File: config.mk
export PLATFORM = sky130hd
export DESIGN_NAME = mem_burst_ctl
export DESIGN_NICKNAME = d
export VERILOG_FILES = /design/src/rtl/mem_burst_ctl.sv
export SDC_FILE = /design/constraint.sdc
export NUM_CORES = 1
export LEC_CHECK = 0
export CORE_UTILIZATION = 46
export DETAILED_ROUTE_END_ITERATION = 7
export PLACE_DENSITY = 0.92
export SETUP_SLACK_MARGIN = 0.5
export SYNTH_ARGS = -nofsm -noshare
export SYNTH_HDL_FRONTEND = slang
export SYNTH_SLANG_ARGS = --single-unit
File: constraint.sdc
create_clock -name clk -period 5.4 [get_ports clk]
set_clock_uncertainty 0.15 [all_clocks]
set_input_delay 1.08 -clock clk [delete_from_list [all_inputs] [get_ports clk]]
set_output_delay 1.08 -clock clk [all_outputs]
set_load 0.1 [all_outputs]
File: src/rtl/mem_burst_ctl.sv
// mem_burst_ctl: burst read/write initiator for a single-port block RAM; define MEM_BURST_CSUM_EN to add the csum output.
module mem_burst_ctl #(
  parameter int WIDTH = 8,
  parameter int RAM_ADDR_BITS = 8
) (
  input  logic                     clk,
  input  logic                     reset_n,
  input  logic                     start,
  input  logic                     op_write,
  input  logic [RAM_ADDR_BITS-1:0] base_adr,
  input  logic [RAM_ADDR_BITS:0]   len,
  output logic                     busy,
  output logic                     done,
  input  logic                     in_valid,
  output logic                     in_ready,
  input  logic [WIDTH-1:0]         in_data,
  output logic                     out_valid,
  input  logic                     out_ready,
  output logic [WIDTH-1:0]         out_data,
  output logic                     mem_en,
  output logic                     mem_write,
  output logic [RAM_ADDR_BITS-1:0] mem_adr,
  output logic [WIDTH-1:0]         mem_wdata,
  input  logic [WIDTH-1:0]         mem_rdata
`ifdef MEM_BURST_CSUM_EN
  ,
  output logic [WIDTH-1:0]         csum
`endif
);
  typedef enum logic [2:0] {IDLE, RD_ISSUE, RD_CAP, RD_OUT, WR, DONE} state_t;
  localparam logic [RAM_ADDR_BITS-1:0] adr_one = 1;
  localparam logic [RAM_ADDR_BITS:0] rem_one = 1;
  state_t state, next;
  logic [RAM_ADDR_BITS-1:0] cur_adr;
  logic [RAM_ADDR_BITS:0] remaining;
  logic accept, hs, last;
  assign last = remaining == rem_one;
  always_comb begin
    next = state;
    accept = 1'b0;
    hs = 1'b0;
    case (state)
      IDLE: begin
        accept = start;
        next = !start ? IDLE : (len == '0) ? DONE : op_write ? WR : RD_ISSUE;
      end
      RD_ISSUE: next = RD_CAP;
      RD_CAP: next = RD_OUT;
      RD_OUT: begin
        hs = out_ready;
        next = !out_ready ? RD_OUT : last ? DONE : RD_ISSUE;
      end
      WR: begin
        hs = in_valid;
        next = (in_valid && last) ? DONE : WR;
      end
      default: next = IDLE;
    endcase
  end
  assign done      = state == DONE;
  assign in_ready  = state == WR;
  assign out_valid = state == RD_OUT;
  assign mem_write = (state == WR) && in_valid;
  assign mem_en    = mem_write || (state == RD_ISSUE);
  assign mem_adr   = mem_en ? cur_adr : '0;
  assign mem_wdata = mem_write ? in_data : '0;
  always_ff @(posedge clk or negedge reset_n)
    if (!reset_n) state <= IDLE;
    else state <= next;
  // cur_adr wraps naturally at the RAM depth; a bump after the last read is harmless since IDLE reloads it
  always_ff @(posedge clk or negedge reset_n)
    if (!reset_n) begin
      cur_adr   <= '0;
      remaining <= '0;
      out_data  <= '0;
      busy      <= 1'b0;
    end else begin
      if (accept) begin
        cur_adr   <= base_adr;
        remaining <= len;
      end else if (hs) begin
        cur_adr   <= cur_adr + adr_one;
        remaining <= remaining - rem_one;
      end
      if (state == RD_CAP) out_data <= mem_rdata;
      busy <= next != IDLE;
    end
`ifdef MEM_BURST_CSUM_EN
  always_ff @(posedge clk or negedge reset_n)
    if (!reset_n) csum <= '0;
    else if (accept) csum <= '0;
    else if (hs) csum <= csum + ((state == WR) ? in_data : out_data);
`endif
endmodule
# Word-level counts from Yosys, hierarchy flattened
# Index checks and enable logic that the tools add are counted.
[totals]
ram_bits = 0
wordCells = 35
romBits = 0
latchBits = 0
inputBits = 39
register_bits = 29
output_inout_bits = 30
n_memories = 0
[classes]
n_eq_ne = 6
div = 0
n_lt_le_gt_ge = 0
n_addsub = 2
reduce_logical = 7
multipliers = 0
muxes = 15
bitwise_logic = 0
shift = 0
[ops]
columns = ["operator", "count"]
rows = [
  ["$mux 8", 4],
  ["$mux 9", 2],
  ["$mux 3", 5],
  ["$pmux 3 s5", 1],
  ["$eq 9x1->1 const B", 1],
  ["$logic_not 9->1", 1],
  ["$sub 9x1->9 const B", 1],
  ["$add 8x1->8 const B", 1],
  ["$eq 3x2->1 const B", 2],
  ["$eq 3x3->1 const B", 2],
  ["$eq 3x1->1 const B", 1],
  ["$logic_not 3->1", 1],
  ["$reduce_bool 3->1", 1],
  ["$logic_and 1x1->1", 2],
  ["$mux 1", 2],
  ["$pmux 1 s2", 1],
  ["$reduce_bool 2->1", 1],
  ["$logic_or 1x1->1", 1],
]

# Logic depth before layout (Yosys ltp)
# Gate-level depths: netlist (run 1).
[depth]
ltp_word = 5
ltp_mapped = 7
ltp_nobuf = 6

# Worst setup path before layout (run 1)
# OpenSTA, ideal clock, no wires.
[synth_timing]
path_type = "input-to-output"
from = "input in_valid"
to = "output mem_adr[0]"
path_slack_ns = 0.477
t_arrival_ns = 3.693
stages = 4
required_ns = 4.170
path_buffers = 0
path_cell_list = "nand2_1 mux2_2 nor2_1 and2_1"
[synth_between]
elab_chain_cells = 3
[synth_rtl]
columns = ["element", "line_no", "rtl"]
rows = [
  ["from (decl)", "14", "input logic in_valid,"],
  ["$logic_and 1x1->1", "63", "assign mem_write = (state == WR) && in_valid;"],
  ["$logic_or 1x1->1", "64", "assign mem_en = mem_write || (state == RD_ISSUE);"],
  ["net mem_en", "20", "output logic mem_en,"],
  ["$mux 8", "65", "assign mem_adr = mem_en ? cur_adr : '0;"],
  ["to (decl)", "22", "output logic [RAM_ADDR_BITS-1:0] mem_adr,"],
]
# The timed path passes the listed nets, and every way through them passes these cells.

# Worst setup path after layout (run 1)
[layout_timing]
from = "input in_valid"
to = "output mem_wdata[2]"
[layout_between]
elab_chain_cells = 2
[layout_rtl]
columns = ["element", "line_no", "rtl"]
rows = [
  ["$logic_and 1x1->1", "63", ""],
  ["$mux 8", "66", "assign mem_wdata = mem_write ? in_data : '0;"],
  ["to (decl)", "23", "output logic [WIDTH-1:0] mem_wdata,"],
]
# Every way passes these cells.

==> results of run 1 <==
kinds of logic after synthesis:
family          after synthesis
simple gates                 74
flops                        29
buf+inv                      13
compound gates               38
fa+ha+maj                     3
mux                          11
xor+xnor                      5
final timing paths:
kind / to / from / cells after the start
max in group asynchronous: cur_adr[3] / reset_n / 2
worst max-delay path: mem_wdata[2] / in_valid / 5
worst min-delay path: out_data[4] / out_data[4] / 1
worst min register to register: out_data[4] / out_data[4] / 1
min in group asynchronous: out_data[6] / reset_n / 2
worst max register to register: remaining[8] / state[1] / 5
area by class of cell:
class / instances / area [sq um] / area share (%)
multi-input combinational: 131 / 897 / 36.6
clock buffer: 7 / 96.3 / 3.93
sequential: 29 / 726 / 29.6
tap: 46 / 57.6 / 2.35
clock inverter: 1 / 5.00 / 0.204
timing repair buffer: 70 / 651 / 26.5
inverter: 5 / 18.8 / 0.766
layout by cell type, fill, tap and decap left out, types with 3 or more instances in the layout:
cell,n
nor3b_1,4
clkdlybuf4s50_1,50
inv_1,5
o211ai_1,3
nand3_1,3
dfrtp_1,29
buf_4,20
nand2_1,9
a211oi_1,7
xor2_1,4
and2_1,19
a21oi_1,6
ha_1,3
o21ai_0,7
nor4_1,3
clkbuf_8,7
mux2_2,9
o22ai_1,3
nor3_1,6
nor2_1,17
nor2_2,3
critical path, cell delays in order:
cell and delay (ns):
clkdlybuf4s50_1 0.51, nand4bb_2 0.24, inv_1 0.42, and2_1 0.21, buf_4 0.29
state kept, by name, indices dropped and copies added, names as in the netlist:
register,cells
remaining,9
state,3
out_data,8
cur_adr,8
busy,1
metal layers:
metal	up-vias	routed length [microns]
met5	-	0
met4	0	63
met3	6	354
met2	75	1980
met1	766	1860
li1	761	-
where the power goes:
| group | leakage [nW] | switching [mW] | internal, mW |
|---|---|---|---|
| registers | 0.335 | 0.106 | 0.320 |
| clock network | 0.0542 | 0.0865 | 0.115 |
| logic | 0.644 | 0.677 | 0.283 |
| total | 1.03 | 0.869 | 0.718 |
==> summary.txt, run 1 <==
most common library cells after synthesis: 29 x dfrtp_1, 19 x and2_1, 18 x nor2_1
First-pass DRT Iterations: 4
Area after DPL: 0.00235 sq mm
Initial Utilization: 49.3%
Final Hold Viols: 0
hold buffers post-CTS: 0
I/O Pins: 69
Worst Max-Slew Pin Slew: 1.00 ns
CTS tree: done
CTS resizes: 0
routability cong.: 0.791
Die Y: 62.7 microns
cts bufs inserted: 5
# diodes: 0
crit start category: input pin
arrival time at the worst endpoint: 2.75 ns
global route overflow: 0
max_slew headroom: 33.1%
PortBufs: 68
number of fill cells: 263
number of synthesized flops with an enable pin: 0
PwrDens: 647 mW/mm^2
Hold Path Class: register to register
most common cell in the netlist: dfrtp_1
Synth cell types: 42
WHS: 0.362 ns
Final Cell Area: 0.00245 sq mm
CTS Root Cell: clkbuf_8
die width: 62.7 microns
routed via count: 1608
full die area: 0.00394 sq mm
Seq/Total Area, Yosys: 42.8%
most used routing layer: met2
met3 usage: 7.12%
routed len/inst: 14.7 microns
Yosys warnings: 0
CP required: 4.17 ns
mux contribution to synthesized area: 7.15%
critical path capture point type: output port
LEAKAGE: 1.03 nW
DRC errors left: 0
Vias per Instance: 5.56
#FFs+latches synth: 29
post-route insts no fill: 289
Simple-Gate Fraction of Synth Area: 25.4%
fin crit share: 73.7%
ys async rst share: 100%
first-pass GRT wire length: 7.31 mm
compound-gate portion of the synthesized area: 15.4%
setup_tns: 0 ns
Top FF cell, synth: dfrtp_1
Avg Cell Area, Syn: 9.81 sq um
setup ws final: 1.42 ns
final net count: 284
min Tclk post-route: 3.98 ns
gr usage total: 24.4%
layout cells sized above 1: 18.1%
DRT antenna net count: 0
largest family of logic cells by synthesized area: simple AND/OR/NAND/NOR gates
vias in the first global route: 1533
Synth Net Count: 215
# setup viols final: 0
status: finished clean
R2R setup slack: 3.20 ns
Longest Clk Path Bufs: 2
Post-Synthesis Cells: 173
post-CTS setup buffers: 0
clk sinks: 29
Max IR drop VDD: 0.299 mV
Clk Latency, worst-skew pair: 0.29 ns
pre-CTS setup slack: 1.45 ns
Worst Path Class, Setup: input pin to output port
met1 GRT Util: 31.6%
fin. max-slew vios: 0
Final Core Density: 71.2%
largest net degree at the start of global routing: 30
initial drt markers: 60
hpwl dp: 3.16 mm
fmax: 251 MHz
H-tree depth: 2
largest cells by area after synthesis: dfrtp_1 43%, and2_1 7.0%, mux2_2 6.0%, nor2_1 4.0%, a211oi_1 3.1%
post-synth top area cell: dfrtp_1
initial antenna violation count: 0
Max-cap violations: 0
post-synthesis xor/xnor area fraction: 2.58%
Max FO, Critical Path: 17
Worst-path clk slew: 0.06 ns
core area: 0.00344 sq mm
Rows: 21
synthesis-to-layout area growth: 44.5%
total power: 1.59 mW
RSZ-0062 raised after global routing: false
post-synth top area share: 42.8%
adder-cell area share of the yosys netlist: 2.21%
WL final: 4.26 mm
placed insts: 281
Post-Syn Area: 0.00170 sq mm
GR Util met2: 38.6%
Power figures use the tool's default switching activity.
==> run 2, diff against run 1 <==
- CORE_UTILIZATION: 46 -> 39
- PLACE_DENSITY: 0.92 -> 0.83
- clock period: 5.4 -> 3.35 ns (I/O delays scaled with it)
==> summary.txt, run 2 (synthesized netlist as in run 1, its figures left out) <==
first-pass GRT wire length: 7.02 mm (-4.0%)
PwrDens: 998 mW/mm^2 (+54%)
Worst-path clk slew: 0.07 ns (about the same)
worst r2r path cells: 6 (+1)
Slowest-stage cell, CP: dfrtp_1
register share of total power: 26.0% (-0.8 points)
WHS: 0.358 ns (-0.00408 ns)
Worst path top cell family by delay: simple AND/OR/NAND/NOR gates
hold buffers post-CTS: 0 (unchanged)
gr usage total: 20.9% (-3.5 points)
synthesis-to-layout area growth: 59.0%
die width: 68.0 microns (+8.3%)
Hold Path Class: register to register
Max-cap violations: 0 (unchanged)
core area: 0.00409 sq mm (+19%)
Final Core Density: 66.0% (-5.2 points)
CTS Root Cell: clkbuf_8
clock group share of total power: 10.5% (-2.2 points)
status: finished clean
Max IR drop VDD: 0.438 mV (+46%)
WL final: 4.53 mm (+6.3%)
First-pass DRT Iterations: 4 (unchanged)
Logic pwr share: 63.6% (+3.1 points)
largest net degree at the start of global routing: 30 (unchanged)
fmax: 367 MHz
full die area: 0.00462 sq mm (+17%)
arrival time at the worst endpoint: 1.91 ns (-0.84 ns)
instance count on the critical path: 4 (-1)
fin crit share: 81.4%
Max FO, Critical Path: 12 (-5)
vias in the first global route: 1494 (-2.5%)
layout cells sized above 1: 30.6% (+13 points)
net switching power: 1.45 mW (+67%)
DRT antenna net count: 0 (unchanged)
routed via count: 1583 (-1.6%)
Area after DPL: 0.00259 sq mm (+10%)
pre-CTS setup slack: 0.372 ns (-1.08 ns)
routed len/inst: 15.4 microns (+4.2%)
setup_tns: 0 ns (unchanged)
# diodes: 0 (unchanged)
initial antenna violation count: 0 (unchanged)
crit path buf inv count: 2 (-1)
setup ws final: 0.622 ns (-0.800 ns)
Rows: 23 (+9.5%)
fin. max-slew vios: 0 (unchanged)
Top reg by flops: remaining
max FFs per register: 9 (unchanged)
CTS tree: done
Final Cell Area: 0.00270 sq mm (+10%)
H-tree depth: 2 (unchanged)
most frequent cells in the layout: 37 x clkdlybuf4s50_1, 29 x dfrtp_1, 18 x buf_12, 17 x nor2_1, 15 x buf_4
min Tclk post-route: 2.73 ns
Worst Path Class, Setup: register to output port
# setup viols final: 0 (unchanged)
global route overflow: 0 (unchanged)
Worst Max-Slew Pin Slew: 0.507 ns (-0.494 ns)
clk sinks: 29 (unchanged)
routability cong.: 0.808 (+2.1%)
LEAKAGE: 1.12 nW (+8.4%)
biggest registers after layout: remaining: 9 flops, cur_adr: 8 flops, out_data: 8 flops
Longest Clk Path Bufs: 2 (unchanged)
PortBufs: 68 (unchanged)
I/O Pins: 69 (unchanged)
total power: 2.69 mW (+70%)
DRC errors left: 0 (unchanged)
critical path capture point type: output port
Hold Crit Depth: 1 (unchanged)
cts bufs inserted: 5 (unchanged)
placed insts: 286 (+1.8%)
CP required: 2.53 ns (-1.64 ns)
crit start category: register
initial drt markers: 76 (+27%)
Clk Latency, worst-skew pair: 0.29 ns (about the same)
max_slew headroom: 66.1% (+33 points)
Initial Utilization: 41.5% (-7.8 points)
hpwl dp: 3.43 mm (+8.4%)
Vias per Instance: 5.37 (-3.6%)
Die Y: 68.0 microns (+8.3%)
post-route insts no fill: 295 (+2.1%)
switch share: 53.9% (-0.83 points)
commonest non-fill, non-tap cell in the layout: clkdlybuf4s50_1
Final Hold Viols: 0 (unchanged)
final net count: 286 (+0.70%)
Slowest Stage Delay on Critical Path: 0.55 ns (+0.04 ns)
total internal power: 1.24 mW (+73%)
CP Cell Sequence: nand4bb_2 > inv_4 > and2_2 > buf_12
RSZ-0062 raised after global routing: false
## run 2: routing by layer
layer	track usage (%)	up-vias	part of all wire [%]
met5	0	-	0
met4	7.29	0	1.7
met3	7.00	9	7.6
met2	34.2	56	50
met1	25.4	749	40
li1	-	769	-
## run 2: final cells by class
class	instances	area, sq um
clock buffer	6	72.6
clock inverter	2	10.0
fill	331	1390
inverter	5	21.3
multi-input combinational	132	953
sequential	29	726
tap	50	62.6
timing repair buffer	71	852
## run 2: power groups by stage
stage | combinational, mW | clock (mW) | sequential (mW)
6_report | 1.71 | 0.283 | 0.699
5_1_grt | 1.79 | 0.305 | 0.726
4_1_cts | 1.72 | 0.286 | 0.700
3_5_place_dp | 1.69 | 0 | 0.698
3_3_place_gp | 1.66 | 0 | 0.685
2_1_floorplan | 0.912 | 0 | 1.02
## run 2: final timing paths
kind | slack [ns] | start | endpoint
worst max-delay path | 0.62 | state[1] | mem_wdata[0]
worst min-delay path | 0.36 | out_data[1] | out_data[1]
worst max register to register | 1.14 | state[1] | remaining[3]
worst min register to register | 0.36 | out_data[1] | out_data[1]
max in group asynchronous | 2.14 | reset_n | cur_adr[1]
min in group asynchronous | 0.62 | reset_n | remaining[2]
## run 2: what timing repair did
action	in CTS	in global routing
setup endpoints to repair	16	0
endpoints found under the hold margin	0	0
resized for setup	7	0
buffers inserted	0	0
==> RTL edit 1, RTL diff (settings of run 2) <==
The option `MEM_BURST_CSUM_EN` is turned on by a define.
--- a/src/rtl/mem_burst_ctl.sv
+++ b/src/rtl/mem_burst_ctl.sv
@@ -1,4 +1,6 @@
 // mem_burst_ctl: burst read/write initiator for a single-port block RAM; define MEM_BURST_CSUM_EN to add the csum output.
+`define MEM_BURST_CSUM_EN
+
 module mem_burst_ctl #(
   parameter int WIDTH = 8,
   parameter int RAM_ADDR_BITS = 8
Function (old outputs only; new: csum): kept (Yosys induction, for registers that start in step).
==> RTL edit 1 against run 2 <==
- count of clock-buffer cells in the layout is 1 lower
- sequential cell count rose by 8
- routed wire length is 35% higher
- die area is 38% higher
- global-route usage is 1.6 points lower
- setup slack lost 52 ps
- worst hold slack got worse by 26 ps
- cell area increased by 32%
- synthesized area up 39%
Power is not shown: default switching activity piles up to over one toggle a cycle in this logic, so the estimate is an artifact.
==> RTL edit 1: results (changes against run 2) <==
| Metric | Value |
|---|---|
| NonClk Buf Share | 0.270 (was 0.316) |
| M1 WL | 2710 µm (was 1830 µm) |
| Slowest CP cell | dfrtp_1 (unchanged) |
| Routed Wire Length | 6110 µm (was 4530 µm) |
| Seq_cells | 37 (was 29) |
| Clock-cell share of area | 0.0376 (was 0.0306) |
| Signal buffers | 84 (was 71) |
| # DRC | 0 (unchanged) |
| Final HPWL DP | 4320 µm (was 3430 µm) |
| Post-CTS resize count | 1 (was 7) |
| Multi-In Gates | 190 (was 132) |
| Worst R2R Path Depth | 10 (was 6) |
| Non-clk invs | 10 (was 5) |
| Synth top area cells | dfrtp_1, mux2_2, ha_1 (was dfrtp_1, and2_1, mux2_2) |
| WP data arrival | 1960 ps (was 1910 ps) |
| Synth cell count leaders | dfrtp_1, nand2_1, and2_1, o21ai_0, mux2_2 (was dfrtp_1, and2_1, nor2_1) |
| Met2 usage | 0.326 (was 0.342) |
| Multi-input logic portion of the cell area | 0.395 (was 0.353) |
| Global Route met1 Usage | 0.251 (was 0.254) |
| Register area | 926 µm² (was 726 µm²) |
| Most flops, register | remaining (unchanged) |
| Initial DRT Pass Iterations | 4 (unchanged) |
| Run status | finished, final reports clean (unchanged) |
| Crit path max fanout | 13 (was 12) |
| Fillers | 469 (was 331) |
| Crit path max-delay family | buffers and inverters (was simple AND/OR/NAND/NOR gates) |
| # port buffers | 76 (was 68) |
| Met3 Use GR | 0.0320 (was 0.0700) |
| Clock buffers | 5 (was 6) |
| Synth cell types | 49 (was 42) |
| HP Class | input port to async pin (was flop to flop) |
| Slew @ Worst Pin | 832 ps (was 507 ps) |
| Antenna violations before repair | 0 (unchanged) |
| Sequential area share after synthesis | 0.393 (was 0.428) |
| Postcts setup bufs | 0 (unchanged) |
| CTS Root Cell | clkbuf_8 (unchanged) |
| WL met3 | 279 µm (was 342 µm) |
| Share of cells above drive strength 1 | 0.316 (was 0.306) |
| CP startpoint kind | flop (unchanged) |
| Diodes inserted | 0 (unchanged) |
| Slowest Stage Delay on Critical Path | 440 ps (was 550 ps) |
| Nets | 378 (was 286) |
| FF-to-FF setup slack | 570 ps (was 1140 ps) |
| Vias per cell | 5.27 (was 5.37) |
| Syn nets | 296 (was 215) |
| Clock buffer count from CTS | 5 (unchanged) |
| Largest net degree at the start of global routing | 38 (was 30) |
| DR iter-0 viols | 178 (was 76) |
| Routed wl met2 | 3070 µm (was 2280 µm) |
| Reg clk slew, reported paths | 70 ps (about the same) |
| Largest register FFs | 9 (unchanged) |
| RR Startpoint | state[1] (unchanged) |
| Vias in the first global route | 2,069 (was 1,494) |
| Gpl congestion | 0.809 (was 0.808) |
| First-pass GRT wire length | 9590 µm (was 7020 µm) |
| Total GRT Usage | 0.193 (was 0.209) |
| RR Endpoint | csum[6] (was remaining[3]) |
[RTL edit 1: changes by cell type after synthesis, sizes merged, moves of 7 or more]
cell / run 2 / this run
a211oi: 7 / 0
dfrtp: 29 / 37
ha: 3 / 10
nand2: 9 / 24
nand3: 4 / 12
o21ai: 9 / 18
xor2: 4 / 14
[RTL edit 1: through the flow]
stage          setup slack, ps  instances   util  hold slack, ps  cell area, µm²
4_1_cts                    493        396  0.619             351            3510
3_5_place_dp               399        388  0.594             375            3370
2_1_floorplan              504        246      -             224            2450
3_3_place_gp               487        388  0.594             365            3370
6_report                   570        401  0.627             332            3560
5_1_grt                    497        401  0.627             398            3560
[RTL edit 1: cells by family after synthesis]
kind of cell,after synthesis,synth area share
AOI/OAI and AO/OA,42,0.103
xor gates and xnor gates,20,0.0744
adders and majority gates,11,0.0616
buffers and inverters,21,0.0483
DFF,37,0.393
muxes,16,0.0759
and+or+nand+nor,99,0.244
==> RTL edit 2, RTL diff (config.mk and constraints of run 2) <==
Without the edit above. The 6 states of `state_t` get a one-hot encoding in 6 bits.
--- a/src/rtl/mem_burst_ctl.sv
+++ b/src/rtl/mem_burst_ctl.sv
@@ -27,7 +27,7 @@
   output logic [WIDTH-1:0]         csum
 `endif
 );
-  typedef enum logic [2:0] {IDLE, RD_ISSUE, RD_CAP, RD_OUT, WR, DONE} state_t;
+  typedef enum logic [5:0] {IDLE = 6'b000001, RD_ISSUE = 6'b000010, RD_CAP = 6'b000100, RD_OUT = 6'b001000, WR = 6'b010000, DONE = 6'b100000} state_t;
   localparam logic [RAM_ADDR_BITS-1:0] adr_one = 1;
   localparam logic [RAM_ADDR_BITS:0] rem_one = 1;
   state_t state, next;
Formal check against the unedited RTL: same outputs for any inputs over 10 cycles, from zero or initial values and one cycle with reset_n low; not proved beyond that.
==> RTL edit 2 against run 2 <==
- combinational power is 22% lower
- routed wire length increased by 1.3%
- setup slack improved by 21 ps
- sequential cell count rose by 3
- critical path depth increased by 1
- critical path type unchanged
- total power decreased by 10%
- die area up 8.9%
- critical endpoint is now mem_wdata[3]
- synthesized area is 9.2% higher
- global-route usage is 0.96 points lower
- synthesized cell count rose by 8.7%
- cell area increased by 7.5%
- clock power is 29% higher
==> RTL edit 2: results (changes against run 2) <==
| Metric | Value |
|---|---|
| Hold Crit Start | out_data[7] (was out_data[1]) |
| Gpl congestion | 0.795 (was 0.808) |
| Placement Setup Slack | 214 ps (was 372 ps) |
| Vias in the first global route | 1,734 (was 1,494) |
| Synth cell count leaders | dfrtp_1, nor2_1, and2_1 (was dfrtp_1, and2_1, nor2_1) |
| RR Startpoint | state[2] (was state[1]) |
| Vias per cell | 5.56 (was 5.37) |
| Global Route met1 Usage | 0.242 (was 0.254) |
| Synth top area cells | dfrtp_1, mux2_2, and2_1 (was dfrtp_1, and2_1, mux2_2) |
| Placed cells | 304 (was 286) |
| Run status | finished, final reports clean (unchanged) |
| Total GRT Usage | 0.199 (was 0.209) |
| Share of cells above drive strength 1 | 0.326 (was 0.306) |
| Hold EP | out_data[7] (was out_data[1]) |
| RR Endpoint | remaining[8] (was remaining[3]) |
| Crit path max fanout | 10 (was 12) |
| Area after DPL | 2780 µm² (was 2590 µm²) |
| Top Registers | remaining (9), cur_adr (8), out_data (8) (unchanged) |
| Cells after synthesis | 188 (was 173) |
| Slew @ Worst Pin | 619 ps (was 507 ps) |
| Final HPWL DP | 3510 µm (was 3430 µm) |
| VDD IR max | 0.000578 V (was 0.000438 V) |
| Internal power | 1.21 mW (was 1.24 mW) |
| Initial DRT Pass Iterations | 6 (was 4) |
| Non-filler cells, final | 313 (was 295) |
| WP data arrival | 1890 ps (was 1910 ps) |
| FF-to-FF setup slack | 980 ps (was 1140 ps) |
| First-pass GRT wire length | 7910 µm (was 7020 µm) |
| Sequential area share after synthesis | 0.433 (was 0.428) |
| DR iter-0 viols | 183 (was 76) |
| Final Hold Slack | 358 ps (about the same) |
| Met2 usage | 0.349 (was 0.342) |
| Worst R2R Path Depth | 5 (was 6) |
| DR WL/cell | 14.7 µm (was 15.4 µm) |
| Leak | 1.19 nW (was 1.12 nW) |
| Synth cell types | 49 (was 42) |
| Setup Crit Path Kind | flop to primary output (unchanged) |
| Largest net degree at the start of global routing | 33 (was 30) |
-- RTL edit 2: changes by cell type after synthesis, sizes merged, moves of 3 or more --
cell   before  now
nor3b       4    0
a21oi       6    9
nand3       4    7
and3        1    4
nand2       9   14
and2       19   15
or3         0    4
-- RTL edit 2: repair_timing --
item                       4_1_cts  5_1_grt
setup buffers                    1        0
setup endpoints to repair       17       16
gates cloned                     0        0
pin swaps                        1        1
gates resized for setup          1        4
-- RTL edit 2: how the worst max path moves through the flow --
stage,endpoint,slack (ps)
floorplan,mem_adr[0],80
global placement,mem_adr[6],250
detailed placement,mem_adr[3],210
CTS,mem_wdata[3],500
global route,mem_wdata[3],510
finish,mem_wdata[3],640
-- RTL edit 2: cells by family after synthesis --
kind of cell,Yosys count,share of synthesized area
fa+ha+maj,3,0.0203
simple gates,81,0.256
buf+inv,13,0.0371
compound gates,44,0.170
xor+xnor,5,0.0236
mux,10,0.0601
flops,32,0.433
-- RTL edit 2: power groups by stage --
stage               sequential (mW)  combinational [mW]  clock [mW]
floorplan                      1.09               0.619           0
global placement              0.722                1.30           0
detailed placement            0.734                1.33           0
CTS                           0.729                1.33       0.374
global route                  0.756                1.41       0.393
finish                        0.731                1.33       0.364
-- RTL edit 2: layout make-up --
type / instances / area (µm²)
clock inverter: 2 / 35.0
multi-input combinational: 143 / 1040
clock buffer: 6 / 72.6
fill: 336 / 1580
sequential: 32 / 803
timing repair buffer: 72 / 856
inverter: 6 / 26.3
tap: 52 / 65.1
-- RTL edit 2: per-layer routing --
metal	wire [µm]	share of wire
met2	2410	0.52
met5	0	0
met3	221	0.048
met4	70	0.015
met1	1890	0.41
